--- src/rtl/addr_xlate_stage.sv ---
// Registered fixed-mapping MIPS address translation for NUM_CH independent request channels.
// Each channel yields paddr, a cacheability attribute and address-error flags one cycle later.
module addr_xlate_stage #(
    parameter int unsigned NUM_CH    = 2,
    parameter logic        KU_CACHED = 1'b1,
    parameter logic [31:0] UC_BASE   = 32'h1F00_0000,
    parameter logic [31:0] UC_MASK   = 32'hFF00_0000
) (
    input  logic                  aclk,
    input  logic                  aresetn,
    input  logic [NUM_CH-1:0]     req_valid,
    input  logic [32*NUM_CH-1:0]  req_vaddr,
    input  logic [2*NUM_CH-1:0]   req_size,
    input  logic [NUM_CH-1:0]     req_write,
    input  logic [NUM_CH-1:0]     stall,
    input  logic                  flush,
    input  logic                  user_mode,
    input  logic [2:0]            k0,
    output logic [NUM_CH-1:0]     out_valid,
    output logic [32*NUM_CH-1:0]  out_paddr,
    output logic [NUM_CH-1:0]     out_cached,
    output logic [NUM_CH-1:0]     out_adel,
    output logic [NUM_CH-1:0]     out_ades,
    output logic [32*NUM_CH-1:0]  out_badvaddr
);

    localparam logic [31:0] UcMatch = UC_BASE & UC_MASK;

    for (genvar i = 0; i < NUM_CH; i++) begin : g_ch
        logic [31:0] va;
        logic [1:0]  size;
        logic        wr;

        logic [31:0] paddr_d;
        logic        cached_d;
        logic        misaligned;
        logic        priv_err;
        logic        err;
        logic        adel_d;
        logic        ades_d;
        logic        load;

        logic        valid_q;
        logic [31:0] paddr_q;
        logic        cached_q;
        logic        adel_q;
        logic        ades_q;
        logic [31:0] badvaddr_q;

        assign va   = req_vaddr[32*i +: 32];
        assign size = req_size[2*i +: 2];
        assign wr   = req_write[i];

        // Segment decode: kseg0/kseg1 are unmapped windows onto the low 512 MiB.
        always_comb begin
            paddr_d  = va;
            cached_d = KU_CACHED;
            case (va[31:29])
                3'b100: begin
                    paddr_d  = {3'b000, va[28:0]};
                    cached_d = (k0 == 3'd3);
                end
                3'b101: begin
                    paddr_d  = {3'b000, va[28:0]};
                    cached_d = 1'b0;
                end
                default: begin
                    paddr_d  = va;
                    cached_d = KU_CACHED;
                end
            endcase
            if ((paddr_d & UC_MASK) == UcMatch) begin
                cached_d = 1'b0;
            end
            if (err) begin
                cached_d = 1'b0;
            end
        end

        always_comb begin
            misaligned = 1'b0;
            case (size)
                2'd0:    misaligned = 1'b0;
                2'd1:    misaligned = va[0];
                default: misaligned = |va[1:0];
            endcase
        end

        assign priv_err = user_mode & va[31];
        assign err      = misaligned | priv_err;
        assign adel_d   = req_valid[i] & err & ~wr;
        assign ades_d   = req_valid[i] & err & wr;

        // A held result may only be replaced once it is consumed or was never valid.
        assign load = ~stall[i] | ~valid_q;

        always_ff @(posedge aclk) begin
            if (!aresetn) begin
                valid_q    <= 1'b0;
                paddr_q    <= '0;
                cached_q   <= 1'b0;
                adel_q     <= 1'b0;
                ades_q     <= 1'b0;
                badvaddr_q <= '0;
            end else if (flush) begin
                valid_q <= 1'b0;
                adel_q  <= 1'b0;
                ades_q  <= 1'b0;
            end else if (load) begin
                valid_q    <= req_valid[i];
                paddr_q    <= paddr_d;
                cached_q   <= cached_d;
                adel_q     <= adel_d;
                ades_q     <= ades_d;
                badvaddr_q <= va;
            end
        end

        assign out_valid[i]             = valid_q;
        assign out_paddr[32*i +: 32]    = paddr_q;
        assign out_cached[i]            = cached_q;
        assign out_adel[i]              = adel_q;
        assign out_ades[i]              = ades_q;
        assign out_badvaddr[32*i +: 32] = badvaddr_q;
    end

endmodule
--- config.mk ---
export PLATFORM = sky130hd
export DESIGN_NAME = addr_xlate_stage
export DESIGN_NICKNAME = d
export VERILOG_FILES = /design/src/rtl/addr_xlate_stage.sv
export SDC_FILE = /design/constraint.sdc
export NUM_CORES = 1
export LEC_CHECK = 0
export CAP_MARGIN = 20
export CORE_AREA = 4 4 83 85
export CTS_CLUSTER_DIAMETER = 200
export DETAILED_ROUTE_END_ITERATION = 8
export DIE_AREA = 0 0 87 89
export DONT_BUFFER_PORTS = 1
export GPL_TIMING_DRIVEN = 0
export PLACE_DENSITY = 0.73
export SLEW_MARGIN = 15
export SYNTH_ARGS = -nofsm -noshare
export SYNTH_HDL_FRONTEND = slang
export SYNTH_SLANG_ARGS = --single-unit
--- constraint.sdc ---
create_clock -name aclk -period 1.25 [get_ports aclk]
set_input_delay 0 -clock aclk [delete_from_list [all_inputs] [get_ports aclk]]
set_output_delay 0 -clock aclk [all_outputs]
set_load 0.02 [all_outputs]
# After elaboration in Yosys (flattened, before gate mapping)
# Cells that the tools add are included.
[word_totals] regBits=136 word_cells=60 output_inout_bits=136 inputBits=81
[op_classes] mux=10 bitwise=20 n_reduce_logical=9 eq_ne=9
[op_table] operator="32-bit 2-to-1 mux" count=2
[op_table] operator="8-bit by 5-bit equality test with 1-bit output, second input constant" count=2
[op_table] operator="3-bit equality test, second input constant" count=4
[op_table] operator="2-bit OR reduction" count=5
[op_table] operator="1-bit AND" count=8
[op_table] operator="1-bit NOT" count=8
[op_table] operator="1-bit case mux with 2 select lines" count=4
[op_table] operator="2-bit by 1-bit equality test with 1-bit output, second input constant" count=2
[op_table] operator="2-bit logical NOT" count=2
[op_table] operator="1-bit 2-to-1 mux" count=4
[op_table] operator="1-bit OR" count=4
[op_table] operator="2-bit AND reduction" count=2
[op_table] operator="3-bit by 2-bit equality test with 1-bit output, second input constant" count=1

# Depth between registers and ports, before layout
[logic_depth] ltp_word=6 mapped_depth=5 depth_no_buf=3

# Worst setup path after synthesis
# No wires, ideal clock.
[synth_path] path_type="register -> register" start="register g_ch[0].valid_q" end="register g_ch[0].paddr_q[10]" required_ns=1.180 synth_period_minus_slack_ns=1.041 slack_ns=0.209 path_stages_with_launch=6 arrival_time_ns=0.971 n_path_buf=2 setup_time_ns=0.070 cell_sequence="dfxtp_1 a21o_1 buf_4 buf_6 nand2_1 a21boi_1"
[synth_between] elab_chain_cells=3
[synth_lines] element="start, declared" line="43" source="logic valid_q;"
[synth_lines] element="start signal, assigned" line="110" source="valid_q <= req_valid[i];"
[synth_lines] element="1-bit NOT" line="95" source="assign load = ~stall[i] | ~valid_q;"
[synth_lines] element="1-bit OR" line="95"
[synth_lines] element="2-bit AND reduction (no line)"
[synth_lines] element="end signal, assigned" line="111" source="paddr_q <= paddr_d;"
[synth_lines] element="end, declared" line="44" source="logic [31:0] paddr_q;"
# No other way between the ends.
# A chain may end at the register's enable or synchronous reset.

# Worst setup path after layout
[layout_path] start="register g_ch[0].valid_q" end="register g_ch[0].valid_q"
[layout_between] elab_chain_cells=2
[layout_lines] element="1-bit NOT" line="95"
[layout_lines] element="1-bit OR" line="95"
# No other way between the ends.

==> key figures <==
STA
  • Final setup fails: 0
  • Fmax: a little over 0.8 GHz
  • TNS Setup: 0 ns
  • Worst clock skew: 0.007058 ns
  • Unrepaired setup endpoints after global routing: false
  • Final Cycle Share: 0.9621
  • Relative slew margins: 0.6614
  • Slew Viols, Final: 0
  • Count of final hold-check violations: 0
  • Worst-Margin Slew: 0.5079 ns
  • Tmin final: 1.203 ns

Routing
  • Metal2 WL: ~5400 um
  • Routed Antenna Nets: 0
  • Routed WL per cell: between 15 and 20 um
  • Post-Route M1 WL: 3684 um
  • 1st-iter DRT viols: 90
  • Met3 wire length: 1055 um
  • Max layer used: met4
  • Final Routed Wirelength: 10380 um
  • Drt drc: 0
  • Vias/cell: between 5 and 6
  • DRT Pass-1 Iters: 4
  • Vias: 3158

Worst hold path
  • Worst Hold Class: in2reg
  • Min-delay src: aresetn

Clocking
  • CTS tree: done
  • CTS Buf Count: 9
  • Worst skew pair latency: 0.34 ns
  • H-tree depth: 3
  • Clock-pin slew on the worst setup and hold paths: around 0.080 ns
  • Postcts setup bufs: 0
  • Root Buffer: clkbuf_8
  • CTS sink cnt: a little under 80
  • Clock tree buffer depth: 2

Power
  • Comb power frac: 0.161
  • P per Cell Area: roughly 1300 nW/um2
  • Pint: roughly 4.3 mW
  • Maximum VDD drop: slightly below 900 uV
  • Power share of the sequential group: 0.486
  • Switching pwr: 1.653 mW
  • Switching Fraction: 0.2767
  • Pleak: between 1.5 and 2 nW
  • Clk pwr share: 0.353

Worst setup path
  • Crit path required time: roughly 1.5 ns
  • R2r setup slk: 0.05 ns
  • CP Class: reg2reg
  • RR Startpoint: g_ch[0].valid_q
  • Maximum fanout along the worst path: 7
  • CP startpoint kind: register
  • Crit path capture type: register
  • Critical path origin: g_ch[0].valid_q
  • Worst EP arrival: roughly 1.4 ns

Finish
  • Share of cells above drive strength 1: 0.2055
  • Fillers: between 400 and 500
  • Most common library cell in the layout ignoring fill and taps: nand2_1
  • Most frequent cells in the layout: nand2_1, dfxtp_1, dlygate4sd3_1
  • Multi-input gate area: about 1400 um2
  • Design Area, Final: between 4000 and 5000 um2
  • Area growth from synthesis to layout: 30.51%
  • Final Core Density: 0.7506
  • Layout Nets: about 590
  • FF+latch area: 1569 um2
  • Antenna Cells: 0

Global routing
  • Initial antenna violation count: 0
  • Global-route wire length before repair: around 15000 um
  • Global Route Usage Sum: 0.2537
  • Vias in the first global route: approximately 3200
  • Total gr overflow: 0
  • Largest net degree at the start of global routing: 13

Outcome
  • Outcome: completed

Synth
  • Area leader, netlist: dfxtp_1
  • Synth Instances: about 420
  • Synth top area share: 0.4376
  • Ranking of synthesized cells by area: dfxtp_1, buf_4, nand2_1
  • Syn Std Cell Area: between 3000 and 4000 um2
  • Syn. warnings: 0
  • Netlist cell types: 25
  • Syn nets: approximately 500
  • Seq/Total Area, Yosys: 0.4376
  • Mapped Avg Cell Area: approximately 8.4 um2
  • Yosys reg bits: 78
  • Async SR Flop Fraction: 0
  • Ys flop type: dfxtp_1
  • Number of synthesized flops with an enable pin: 0

Place
  • Placed instance area: approximately 3700 um2
  • Placer congestion estimate: ~0.8
  • Port Buf Inserts: 0
  • Detailed placement HPWL: ~6700 um

Floorplanning
  • Die Y: between 80 and 90 um
  • Core box area: around 6200 um2
  • Die Footprint: 7743 um2
  • Cell Rows: 29
  • Die W: between 80 and 90 um
  • Starting density of the core: 0.5751
  • # IOs: about 220

Job
  • Number of max-cap violations: 0
[worst max-delay path, stage by stage (launching register included)]
cell           delay (ns)
dfxtp_4              0.38
a21oi_2              0.12
dlygate4sd3_1        0.56
nor2_1               0.04
[registers in the layout (all words and copies together), names as in the netlist]
register	cells
g_ch.paddr_q	64
g_ch.badvaddr_q	6
g_ch.adel_q	2
g_ch.ades_q	2
g_ch.cached_q	2
g_ch.valid_q	2
[area by class of cell]
cell class	count	area share
clock inverters	3	0.01451
flip-flops and latches	78	0.3369
multi-input cells	255	0.2977
plain buffers	88	0.1384
clock buffers	12	0.03332
well taps	77	0.02069
repair buffers	73	0.1569
inverters	2	0.001612
[cells in the mapped netlist, types with 3 or more instances]
cell       number
a21oi_1         6
nand2_1       136
clkbuf_1        7
a22o_1          3
a21boi_1       67
o2111ai_1       4
buf_6           6
nor2b_1         4
a21boi_0        3
nand2b_1        4
dfxtp_1        78
buf_2           7
nand3_1         9
buf_4          68
[cell families (layout without fill, tap and decap cells)]
kind of cell / Yosys count / after routing / share of synthesized area
simple gates: 161 / 161 / 0.1830
buf+inv: 90 / 178 / 0.1813
flops: 78 / 78 / 0.4376
compound gates: 94 / 94 / 0.1981
[path summary, 6_finish.rpt]
kind                         end  cells after the start
max              g_ch[0].valid_q                      3
min          g_ch[0].paddr_q[16]                      2
max reg2reg      g_ch[0].valid_q                      3
min reg2reg       g_ch[1].adel_q                      2
[stage by stage]
stage	worst slack, ns	hold slack (ns)	power [mW]	std cells
after floorplan	0.2086	0.1174	3.566	423
after global placement	0.003406	0.1226	3.687	500
after detailed placement	-0.02878	0.1330	3.702	500
after CTS	0.05260	0.001877	6.001	588
after global routing	0.001598	0.02552	6.199	588
final	0.04733	0.01393	5.973	588
[what timing repair did]
action | CTS | global route
gates resized for setup | 4 | 7
hold buffers | 73 | 0
cloned | 0 | 0
setup endpoints to repair | 29 | 13
hold endpoints to repair | 78 | 0
pin swaps | 0 | 0
[layer usage]
layer | track usage | vias to the layer above
met5 | 0 | -
met4 | 0.1034 | 0
met3 | 0.07650 | 23
met2 | 0.4665 | 165
met1 | 0.2703 | 1483
li1 | - | 1487
[power groups by stage]
stage | Clock, mW | Sequential [mW] | Combinational [mW]
2_1_floorplan | 0 | 2.92 | 0.644
3_3_place_gp | 0 | 2.96 | 0.729
3_5_place_dp | 0 | 2.96 | 0.740
4_1_cts | 2.15 | 2.90 | 0.946
5_1_grt | 2.23 | 2.92 | 1.04
6_report | 2.11 | 2.90 | 0.961
(Power assumes the default switching activity.)
